$ cat src/rtl/sram_arbiter_if.sv
// ---------------------------------------------------------------------------
// sram_arbiter_if
//  Bundles the two requester ports (A: 65xx bus side, B: DMA/video fetcher)
//  and the SRAM-controller side of the arbiter into one interface.
//  Ports (signals):
//   a_req/b_req, a_we/b_we, a_addr/b_addr, a_wdata/b_wdata : requester -> arbiter
//   a_rdata/b_rdata, a_ack/b_ack                           : arbiter -> requester
//   mem_address, mem_data_write, mem_read, mem_write       : arbiter -> sram ctrl
//   mem_data_read, mem_ready                               : sram ctrl -> arbiter
//  Modports: slave  = arbiter view
//            master = requester / controller-model view (testbench)
// ---------------------------------------------------------------------------
interface sram_arbiter_if #(
    parameter int AW = 18,
    parameter int DW = 16
);
    logic          a_req;
    logic          a_we;
    logic [AW-1:0] a_addr;
    logic [DW-1:0] a_wdata;
    logic [DW-1:0] a_rdata;
    logic          a_ack;

    logic          b_req;
    logic          b_we;
    logic [AW-1:0] b_addr;
    logic [DW-1:0] b_wdata;
    logic [DW-1:0] b_rdata;
    logic          b_ack;

    logic [AW-1:0] mem_address;
    logic [DW-1:0] mem_data_write;
    logic          mem_read;
    logic          mem_write;
    logic [DW-1:0] mem_data_read;
    logic          mem_ready;

    modport slave (
        input  a_req, a_we, a_addr, a_wdata,
        output a_rdata, a_ack,
        input  b_req, b_we, b_addr, b_wdata,
        output b_rdata, b_ack,
        output mem_address, mem_data_write, mem_read, mem_write,
        input  mem_data_read, mem_ready
    );

    modport master (
        output a_req, a_we, a_addr, a_wdata,
        input  a_rdata, a_ack,
        output b_req, b_we, b_addr, b_wdata,
        input  b_rdata, b_ack,
        input  mem_address, mem_data_write, mem_read, mem_write,
        output mem_data_read, mem_ready
    );
endinterface

$ cat src/rtl/sram_arbiter.sv
// ---------------------------------------------------------------------------
// sram_arbiter
//  Shares one external SRAM controller between port A and port B. Accesses
//  are serialised through IDLE -> ISSUE -> WAIT -> IDLE; each transaction
//  produces exactly one mem_read/mem_write strobe and one ack pulse to the
//  winner. Fixed priority (FAIR=0, A wins) or round-robin (FAIR=1, the port
//  granted last loses a tie). A watchdog force-completes a transaction when
//  mem_ready does not arrive within TIMEOUT WAIT cycles.
//  Ports:
//   clk          system clock, posedge
//   reset_n      synchronous reset, active low
//   bus          sram_arbiter_if.slave (requester ports + sram controller side)
//   timeout_err  sticky watchdog-expiry flag, cleared only by reset
// ---------------------------------------------------------------------------
module sram_arbiter #(
    parameter int AW      = 18,
    parameter int DW      = 16,
    parameter int FAIR    = 0,
    parameter int TIMEOUT = 255
) (
    input  logic          clk,
    input  logic          reset_n,
    sram_arbiter_if.slave bus,
    output logic          timeout_err
);
    // Watchdog only has to reach TIMEOUT-1.
    localparam int WDW = (TIMEOUT > 1) ? $clog2(TIMEOUT) : 1;

    localparam logic PORT_A = 1'b0;
    localparam logic PORT_B = 1'b1;

    typedef enum logic [1:0] {S_IDLE, S_ISSUE, S_WAIT} state_t;

    state_t         state_q, state_d;
    logic           win_q, win_d;
    logic           we_q, we_d;
    logic           last_grant_q, last_grant_d;
    logic [AW-1:0]  addr_q, addr_d;
    logic [DW-1:0]  wdata_q, wdata_d;
    logic           mem_read_q, mem_read_d;
    logic           mem_write_q, mem_write_d;
    logic [WDW-1:0] wdog_q, wdog_d;
    logic           a_ack_q, a_ack_d;
    logic           b_ack_q, b_ack_d;
    logic [DW-1:0]  a_rdata_q, a_rdata_d;
    logic [DW-1:0]  b_rdata_q, b_rdata_d;
    logic           terr_q, terr_d;

    logic           a_elig, b_elig, pick_b;
    logic           done;
    logic [DW-1:0]  done_data;

    // A port whose ack is high this cycle still shows req (it drops it only
    // after seeing the ack), so it is masked to avoid serving it twice.
    always_comb begin
        a_elig = bus.a_req & ~a_ack_q;
        b_elig = bus.b_req & ~b_ack_q;
        if ((FAIR != 0) && a_elig && b_elig)
            pick_b = (last_grant_q == PORT_A);
        else
            pick_b = ~a_elig;
    end

    always_comb begin
        state_d      = state_q;
        win_d        = win_q;
        we_d         = we_q;
        last_grant_d = last_grant_q;
        addr_d       = addr_q;
        wdata_d      = wdata_q;
        wdog_d       = wdog_q;
        a_rdata_d    = a_rdata_q;
        b_rdata_d    = b_rdata_q;
        terr_d       = terr_q;
        a_ack_d      = 1'b0;
        b_ack_d      = 1'b0;
        mem_read_d   = 1'b0;
        mem_write_d  = 1'b0;
        done         = 1'b0;
        done_data    = bus.mem_data_read;

        unique case (state_q)
            S_IDLE: begin
                if (a_elig || b_elig) begin
                    win_d        = pick_b;
                    last_grant_d = pick_b;
                    we_d         = pick_b ? bus.b_we    : bus.a_we;
                    addr_d       = pick_b ? bus.b_addr  : bus.a_addr;
                    wdata_d      = pick_b ? bus.b_wdata : bus.a_wdata;
                    // Strobe flop is loaded here so it is high exactly during ISSUE.
                    mem_read_d   = ~we_d;
                    mem_write_d  = we_d;
                    state_d      = S_ISSUE;
                end
            end
            S_ISSUE: begin
                wdog_d  = '0;
                state_d = S_WAIT;
            end
            S_WAIT: begin
                // Ready takes precedence over expiry in the last watchdog cycle.
                if (bus.mem_ready) begin
                    done = 1'b1;
                end else if (wdog_q == WDW'(TIMEOUT - 1)) begin
                    done      = 1'b1;
                    done_data = '1;
                    terr_d    = 1'b1;
                end else begin
                    wdog_d = wdog_q + WDW'(1);
                end
            end
            default: state_d = S_IDLE;
        endcase

        if (done) begin
            state_d = S_IDLE;
            if (win_q == PORT_B) b_ack_d = 1'b1;
            else                 a_ack_d = 1'b1;
            // Writes leave the winner's read data untouched.
            if (!we_q) begin
                if (win_q == PORT_B) b_rdata_d = done_data;
                else                 a_rdata_d = done_data;
            end
        end
    end

    always_ff @(posedge clk) begin
        if (!reset_n) begin
            state_q      <= S_IDLE;
            win_q        <= PORT_A;
            we_q         <= 1'b0;
            last_grant_q <= PORT_B;
            addr_q       <= '0;
            wdata_q      <= '0;
            mem_read_q   <= 1'b0;
            mem_write_q  <= 1'b0;
            wdog_q       <= '0;
            a_ack_q      <= 1'b0;
            b_ack_q      <= 1'b0;
            a_rdata_q    <= '0;
            b_rdata_q    <= '0;
            terr_q       <= 1'b0;
        end else begin
            state_q      <= state_d;
            win_q        <= win_d;
            we_q         <= we_d;
            last_grant_q <= last_grant_d;
            addr_q       <= addr_d;
            wdata_q      <= wdata_d;
            mem_read_q   <= mem_read_d;
            mem_write_q  <= mem_write_d;
            wdog_q       <= wdog_d;
            a_ack_q      <= a_ack_d;
            b_ack_q      <= b_ack_d;
            a_rdata_q    <= a_rdata_d;
            b_rdata_q    <= b_rdata_d;
            terr_q       <= terr_d;
        end
    end

    assign bus.a_ack          = a_ack_q;
    assign bus.b_ack          = b_ack_q;
    assign bus.a_rdata        = a_rdata_q;
    assign bus.b_rdata        = b_rdata_q;
    assign bus.mem_address    = addr_q;
    assign bus.mem_data_write = wdata_q;
    assign bus.mem_read       = mem_read_q;
    assign bus.mem_write      = mem_write_q;
    assign timeout_err        = terr_q;
endmodule

$ cat src/flat_wrapper.sv
// flat-port wrapper written by rule: the top's interface ports become plain ports
module sram_arbiter_flat 
#(
    parameter int AW      = 18,
    parameter int DW      = 16,
    parameter int FAIR    = 0,
    parameter int TIMEOUT = 255
)
  (clk, reset_n, timeout_err, bus_a_req, bus_a_we, bus_a_addr, bus_a_wdata, bus_a_rdata, bus_a_ack, bus_b_req, bus_b_we, bus_b_addr, bus_b_wdata, bus_b_rdata, bus_b_ack, bus_mem_address, bus_mem_data_write, bus_mem_read, bus_mem_write, bus_mem_data_read, bus_mem_ready);
  sram_arbiter_if #(.AW(AW), .DW(DW)) bus_i ();
  input  logic clk;
  input  logic reset_n;
  output logic timeout_err;
  input wire logic [$bits(bus_i.a_req)-1:0] bus_a_req;
  input wire logic [$bits(bus_i.a_we)-1:0] bus_a_we;
  input wire logic [$bits(bus_i.a_addr)-1:0] bus_a_addr;
  input wire logic [$bits(bus_i.a_wdata)-1:0] bus_a_wdata;
  output wire logic [$bits(bus_i.a_rdata)-1:0] bus_a_rdata;
  output wire logic [$bits(bus_i.a_ack)-1:0] bus_a_ack;
  input wire logic [$bits(bus_i.b_req)-1:0] bus_b_req;
  input wire logic [$bits(bus_i.b_we)-1:0] bus_b_we;
  input wire logic [$bits(bus_i.b_addr)-1:0] bus_b_addr;
  input wire logic [$bits(bus_i.b_wdata)-1:0] bus_b_wdata;
  output wire logic [$bits(bus_i.b_rdata)-1:0] bus_b_rdata;
  output wire logic [$bits(bus_i.b_ack)-1:0] bus_b_ack;
  output wire logic [$bits(bus_i.mem_address)-1:0] bus_mem_address;
  output wire logic [$bits(bus_i.mem_data_write)-1:0] bus_mem_data_write;
  output wire logic [$bits(bus_i.mem_read)-1:0] bus_mem_read;
  output wire logic [$bits(bus_i.mem_write)-1:0] bus_mem_write;
  input wire logic [$bits(bus_i.mem_data_read)-1:0] bus_mem_data_read;
  input wire logic [$bits(bus_i.mem_ready)-1:0] bus_mem_ready;
  assign bus_i.a_req = bus_a_req;
  assign bus_i.a_we = bus_a_we;
  assign bus_i.a_addr = bus_a_addr;
  assign bus_i.a_wdata = bus_a_wdata;
  assign bus_a_rdata = bus_i.a_rdata;
  assign bus_a_ack = bus_i.a_ack;
  assign bus_i.b_req = bus_b_req;
  assign bus_i.b_we = bus_b_we;
  assign bus_i.b_addr = bus_b_addr;
  assign bus_i.b_wdata = bus_b_wdata;
  assign bus_b_rdata = bus_i.b_rdata;
  assign bus_b_ack = bus_i.b_ack;
  assign bus_mem_address = bus_i.mem_address;
  assign bus_mem_data_write = bus_i.mem_data_write;
  assign bus_mem_read = bus_i.mem_read;
  assign bus_mem_write = bus_i.mem_write;
  assign bus_i.mem_data_read = bus_mem_data_read;
  assign bus_i.mem_ready = bus_mem_ready;
  sram_arbiter #(.AW(AW), .DW(DW), .FAIR(FAIR), .TIMEOUT(TIMEOUT)) u_core (.clk(clk), .reset_n(reset_n), .bus(bus_i), .timeout_err(timeout_err));
endmodule
$ cat config.mk
export PLATFORM = sky130hd
export DESIGN_NAME = sram_arbiter_flat
export DESIGN_NICKNAME = d
export VERILOG_FILES = /design/src/rtl/sram_arbiter_if.sv /design/src/rtl/sram_arbiter.sv /design/src/flat_wrapper.sv
export SDC_FILE = /design/constraint.sdc
export NUM_CORES = 1
export LEC_CHECK = 0
export BUFFER_PORTS_ARGS = -buffer_cell sky130_fd_sc_hd__buf_4
export CORE_AREA = 2 2 95 97
export CTS_CLUSTER_SIZE = 14
export DETAILED_ROUTE_END_ITERATION = 7
export DIE_AREA = 0 0 97 99
export PLACE_DENSITY = 0.7
export SLEW_MARGIN = 10
export SYNTH_ARGS = -nofsm -noshare
export SYNTH_HDL_FRONTEND = slang
export SYNTH_SLANG_ARGS = --single-unit
$ cat constraint.sdc
create_clock -name clk -period 2.49 [get_ports clk]
set_input_delay 0.249 -clock clk [delete_from_list [all_inputs] [get_ports clk]]
set_output_delay 0.249 -clock clk [all_outputs]
set_load 0.05 [all_outputs]
== Yosys cells after proc, flatten, opt, wreduce, memory -nomap -nowiden ==
Index checks and enable logic that the tools add are counted.
Cells by class
  equality and inequality tests: 6
  reductions and logical operators: 12
  mux-type cells: 16
  $add $sub $neg: 1
  bitwise operators: 11
Operator list (number)
  two-way mux 16 bit: 4
  two-way mux 18 bit: 1
  two-way mux 8 bit: 2
  case mux 8 bit (2 select lines): 1
  AND reduction 3 bit: 5
  NOT 1 bit: 9
  adder 8 x 1 -> 8 bit, second input constant: 1
  == test 8 bit, second input constant: 1
  two-way mux 1 bit: 6
  case mux 2 bit (3 select lines): 1
  AND reduction 2 bit: 3
  != test 2 bit, second input constant: 2
  bitwise AND 1 bit: 2
  == test 2 x 1 -> 1 bit, second input constant: 1
  == test 2 bit, second input constant: 1
  zero test 2 bit: 1
  two-way mux 2 bit: 1
  != test 2 x 1 -> 1 bit, second input constant: 1
  nonzero test 2 bit: 1
  OR reduction 2 bit: 1
  logical OR 1 bit: 1
Storage, ports and cells
  input port bits: 91
  output and inout bits: 71
  logic and storage cells: 59
  register bits after elaboration: 83

== Depth between registers and ports, before layout ==
  depth in word-level cells: 5
  gate-level depth with buffers: 9
  mapped depth without buffers: 6

== Least setup slack after synthesis ==
OpenSTA, ideal clock, no wires.
  kind: register to register
  from: reg u_core.wdog_q[0]
  to: reg u_core.b_rdata_q[0] (netlist: u_core.bus.b_rdata[0])
  library setup time: 0.119 ns
  path slack: 0.589 ns
  arrival time: 1.782 ns
  stages on the path, launching flop included: 10
  cell sequence: dfxtp_1 > inv_1 > ha_1 > and4_4 > a21o_1 > buf_6 > and3_4 > buf_6 > buf_6 > o221a_1
Between the ends
  word-level cells in the longest chain between the ends: 5
  elaborated cells between the ends (all ways): 8
  those cells by class: eq/ne (1); mux (6); reduce/logical (1)
Ends and longest elaborated chain
  start, declared: RTL line sram_arbiter.sv:42  | logic [WDW-1:0] wdog_q, wdog_d;
  start signal, assigned: RTL line sram_arbiter.sv:152  | wdog_q <= wdog_d;
  == test 8 bit *: RTL line sram_arbiter.sv:104  | end else if (wdog_q == WDW'(TIMEOUT - 1)) begin
  two-way mux 1 bit: RTL line sram_arbiter.sv:104
  two-way mux 1 bit: RTL line sram_arbiter.sv:102  | if (bus.mem_ready) begin
  two-way mux 1 bit: RTL line sram_arbiter.sv:82  | unique case (state_q)
  AND reduction 3 bit (no line)
  end signal, assigned: RTL line sram_arbiter.sv:156  | b_rdata_q <= b_rdata_d;
  end, declared: RTL line sram_arbiter.sv:46  | logic [DW-1:0] b_rdata_q, b_rdata_d;
Every way passes the cells marked *; elsewhere a longest branch is shown, timed or not.
A chain may end at the register's enable or synchronous reset.

== Final worst setup path ==
  from: reg u_core.wdog_q[1]
  to: reg u_core.a_rdata_q[15] (netlist: u_core.bus.a_rdata[15])
Between the ends
  word-level cells in the longest chain between the ends: 5
  elaborated cells between the ends (all ways): 8
  those cells by class: eq/ne (1); mux (6); reduce/logical (1)
Ends and longest elaborated chain
  == test 8 bit *: RTL line sram_arbiter.sv:104
  two-way mux 1 bit: RTL line sram_arbiter.sv:104
  two-way mux 1 bit: RTL line sram_arbiter.sv:102
  two-way mux 1 bit: RTL line sram_arbiter.sv:82
  AND reduction 3 bit (no line)
  end signal, assigned: RTL line sram_arbiter.sv:155  | a_rdata_q <= a_rdata_d;
  end, declared: RTL line sram_arbiter.sv:45  | logic [DW-1:0] a_rdata_q, a_rdata_d;
Marks and branches as above.

==> impl_metrics.toml <==
[die]
num_rows = 34
core_um2 = 8550
die_x_um = 97
ios = 162
die_h_um = 99
dieArea_um2 = 9600
initial_utilization = 0.395

[power]
p_total_uw = 3250
powerDensity_nw_per_um2 = 675
combPwrFrac = 0.262
worst_ir_drop_vdd_uv = 290
p_seq_frac = 0.456
switching_share = 0.326
p_leak_uw = 0.00215
switchingPower_uw = 1060
clkPwrFrac = 0.282
p_int_uw = 2190

[clock_network]
clkSinkCount = 83
numCtsBuffers = 9
tritoncts = "yes"
hold_buffers = 0
clock_path_buffers = 2
clk_pin_slew_ps = 80
root_buffer = "clkbuf_8"
post_cts_resized = 0
postCtsSetupBuffers = 0
clock_latency_ps = 350
cts_max_level = 3

[placement]
pre_cts_slack_ps = 465
dpl.hpwl_um = 6550
gp_congestion = 0.890
place.port_buffers = 161

[sta]
skew_ps = 10.8
max_freq_mhz = 483
holdWs_ps = 170
report.final.hold_viol_count = 0
slew_viol_final = 0
tns_ps = 0
tightest_slew_ps = 884
worst_slack_ps = 419
slew_headroom = 0.406
finalWorstPathRequiredPeriod_ps = 2070
setup_viol_count_final = 0
period_share = 0.832
rsz0062_at_grt = "false"

[yosys]
ys_seq_elements = 83
synth-warning-count = 0
ys_types = 40
netlist_instances = 320
seq_area_frac_synth = 0.492
synthArstFlopShare = 0
avgSynthCellArea_um2 = 10.5
synth_top_cell_by_area = "dfxtp_1"
netlist_area_um2 = 3370
synth_flop_cell = "dfxtp_1"
ys_top_cells_by_area = "dfxtp_1, mux2i_1, a211oi_1, o221a_1, nor2_1"
syn-num-nets = 413
yosys.area.top_type_share = 0.492
synth_edf_count = 0

[route]
wl_per_cell_um = 15.0
wirelength_um = 8690
drtIter0Drc = 128
vias = 3035
ant_nets = 0
firstDrtPassIters = 4
drt-vias-per-instance = 5.23
drc = 0

[grt]
grt_pass1_vias = 2887
grt_usage = 0.177
grt_pass1_wl_um = 14000
grt_overflow_total = 0
grt_antenna_before_repair = 0
grt_max_degree = 44

[layout]
drive_gt1_frac = 0.419
n_antenna_cell = 0
finalCoreUtilization = 0.563
layout_commonest_cell = "buf_4"
final_cell_mix = "buf_4, dfxtp_1, nor2_1"
syn2layout_area_growth_pct = 42.6
num-nets-final = 561

[worst_setup_path]
crit_path_max_fanout = 16
cp-end-kind = "flop"
cp.required_ps = 2770
cp-start-kind = "flop"
timing.critical_path.arrival_ps = 2350
worst-setup-path-type = "flop to flop"

[run_status]
outcome = "finished clean"

[min_path]
hp-class = "input pin to flop"

[job]
drv_cap = 0
-- per-stage QoR --
stage / instance area, µm² / instances
2_1_floorplan: 3370 / 320
3_3_place_gp: 4630 / 565
3_5_place_dp: 4630 / 565
4_1_cts: 4810 / 580
5_1_grt: 4810 / 580
6_report: 4810 / 580
-- layer usage --
layer  track usage  wire (µm)  vias up
met2         0.285       3960      155
met1         0.220       3710     1357
met4        0.0683        104        0
li1              -          -     1510
met5             0          0        -
met3        0.0589        914       13
-- registers in the layout (all words and copies together) (netlist names) --
| signal | count |
|---|---|
| u_core.bus.a_rdata | 16 |
| u_core.bus.b_rdata | 16 |
| u_core.win_q | 1 |
| u_core.bus.mem_address | 18 |
| u_core.bus.b_ack | 1 |
| u_core.wdog_q | 8 |
| u_core.we_q | 1 |
| u_core.bus.mem_data_write | 16 |
| u_core.timeout_err | 1 |
| u_core.bus.a_ack | 1 |
| u_core.state_q | 2 |
| u_core.bus.mem_read | 1 |
| u_core.bus.mem_write | 1 |
-- path summary, 6_finish.rpt --
path	startpoint	end	slack [ps]	depth (start not counted)
setup reg to reg	u_core.wdog_q[1]	u_core.bus.a_rdata[15]	420	5
setup / recovery	u_core.wdog_q[1]	u_core.bus.a_rdata[15]	420	5
hold / removal	bus_mem_data_read[5]	u_core.bus.b_rdata[5]	170	2
hold reg to reg	u_core.timeout_err	u_core.timeout_err	480	1
-- cells in the mapped netlist (all sizes together), types with 3 or more instances --
master,n
nand3,7
nor2,43
o21ai,3
dfxtp,83
buf,17
a211oi,36
clkbuf,11
mux2i,36
nand2,5
o31ai,4
nand2b,3
inv,5
o221a,32
and3,3
or4,3
a21oi,4
-- kinds of logic (layout without fill, tap and decap cells) --
logic type / Yosys count / count (layout) / share of synthesized area
AO/OA/AOI/OAI: 86 / 86 / 0.223
XOR/XNOR: 2 / 2 / 0.00519
adder cells (fa/ha/maj): 2 / 2 / 0.00741
buffers and inverters: 33 / 185 / 0.0482
flip-flops: 83 / 83 / 0.492
multiplexers: 36 / 36 / 0.107
AND/OR/NAND/NOR: 78 / 78 / 0.117
-- critical path: stages (launching register included) --
cell and delay, ps:
dfxtp_1 430, ha_1 220, and4_4 260, a21oi_2 110
nor4_4 680, o221a_2 320
-- area by class of cell --
cell class              count  area [µm²]
fillers                   753        3740
flip-flops and latches     83        1660
multi-input cells         204        1560
repair buffers            165        1250
well taps                 108         135
clock buffers              10         128
clock inverters             5        55.1
inverters                   5        18.8
-- power by group through the flow --
stage	clock network, µW	registers (µW)	logic, µW
after floorplan	0	1810	254
after global placement	0	1510	851
after detailed placement	0	1510	861
after CTS	944	1480	861
after global routing	996	1500	910
final	917	1480	852
Power figures use the tool's default switching activity.
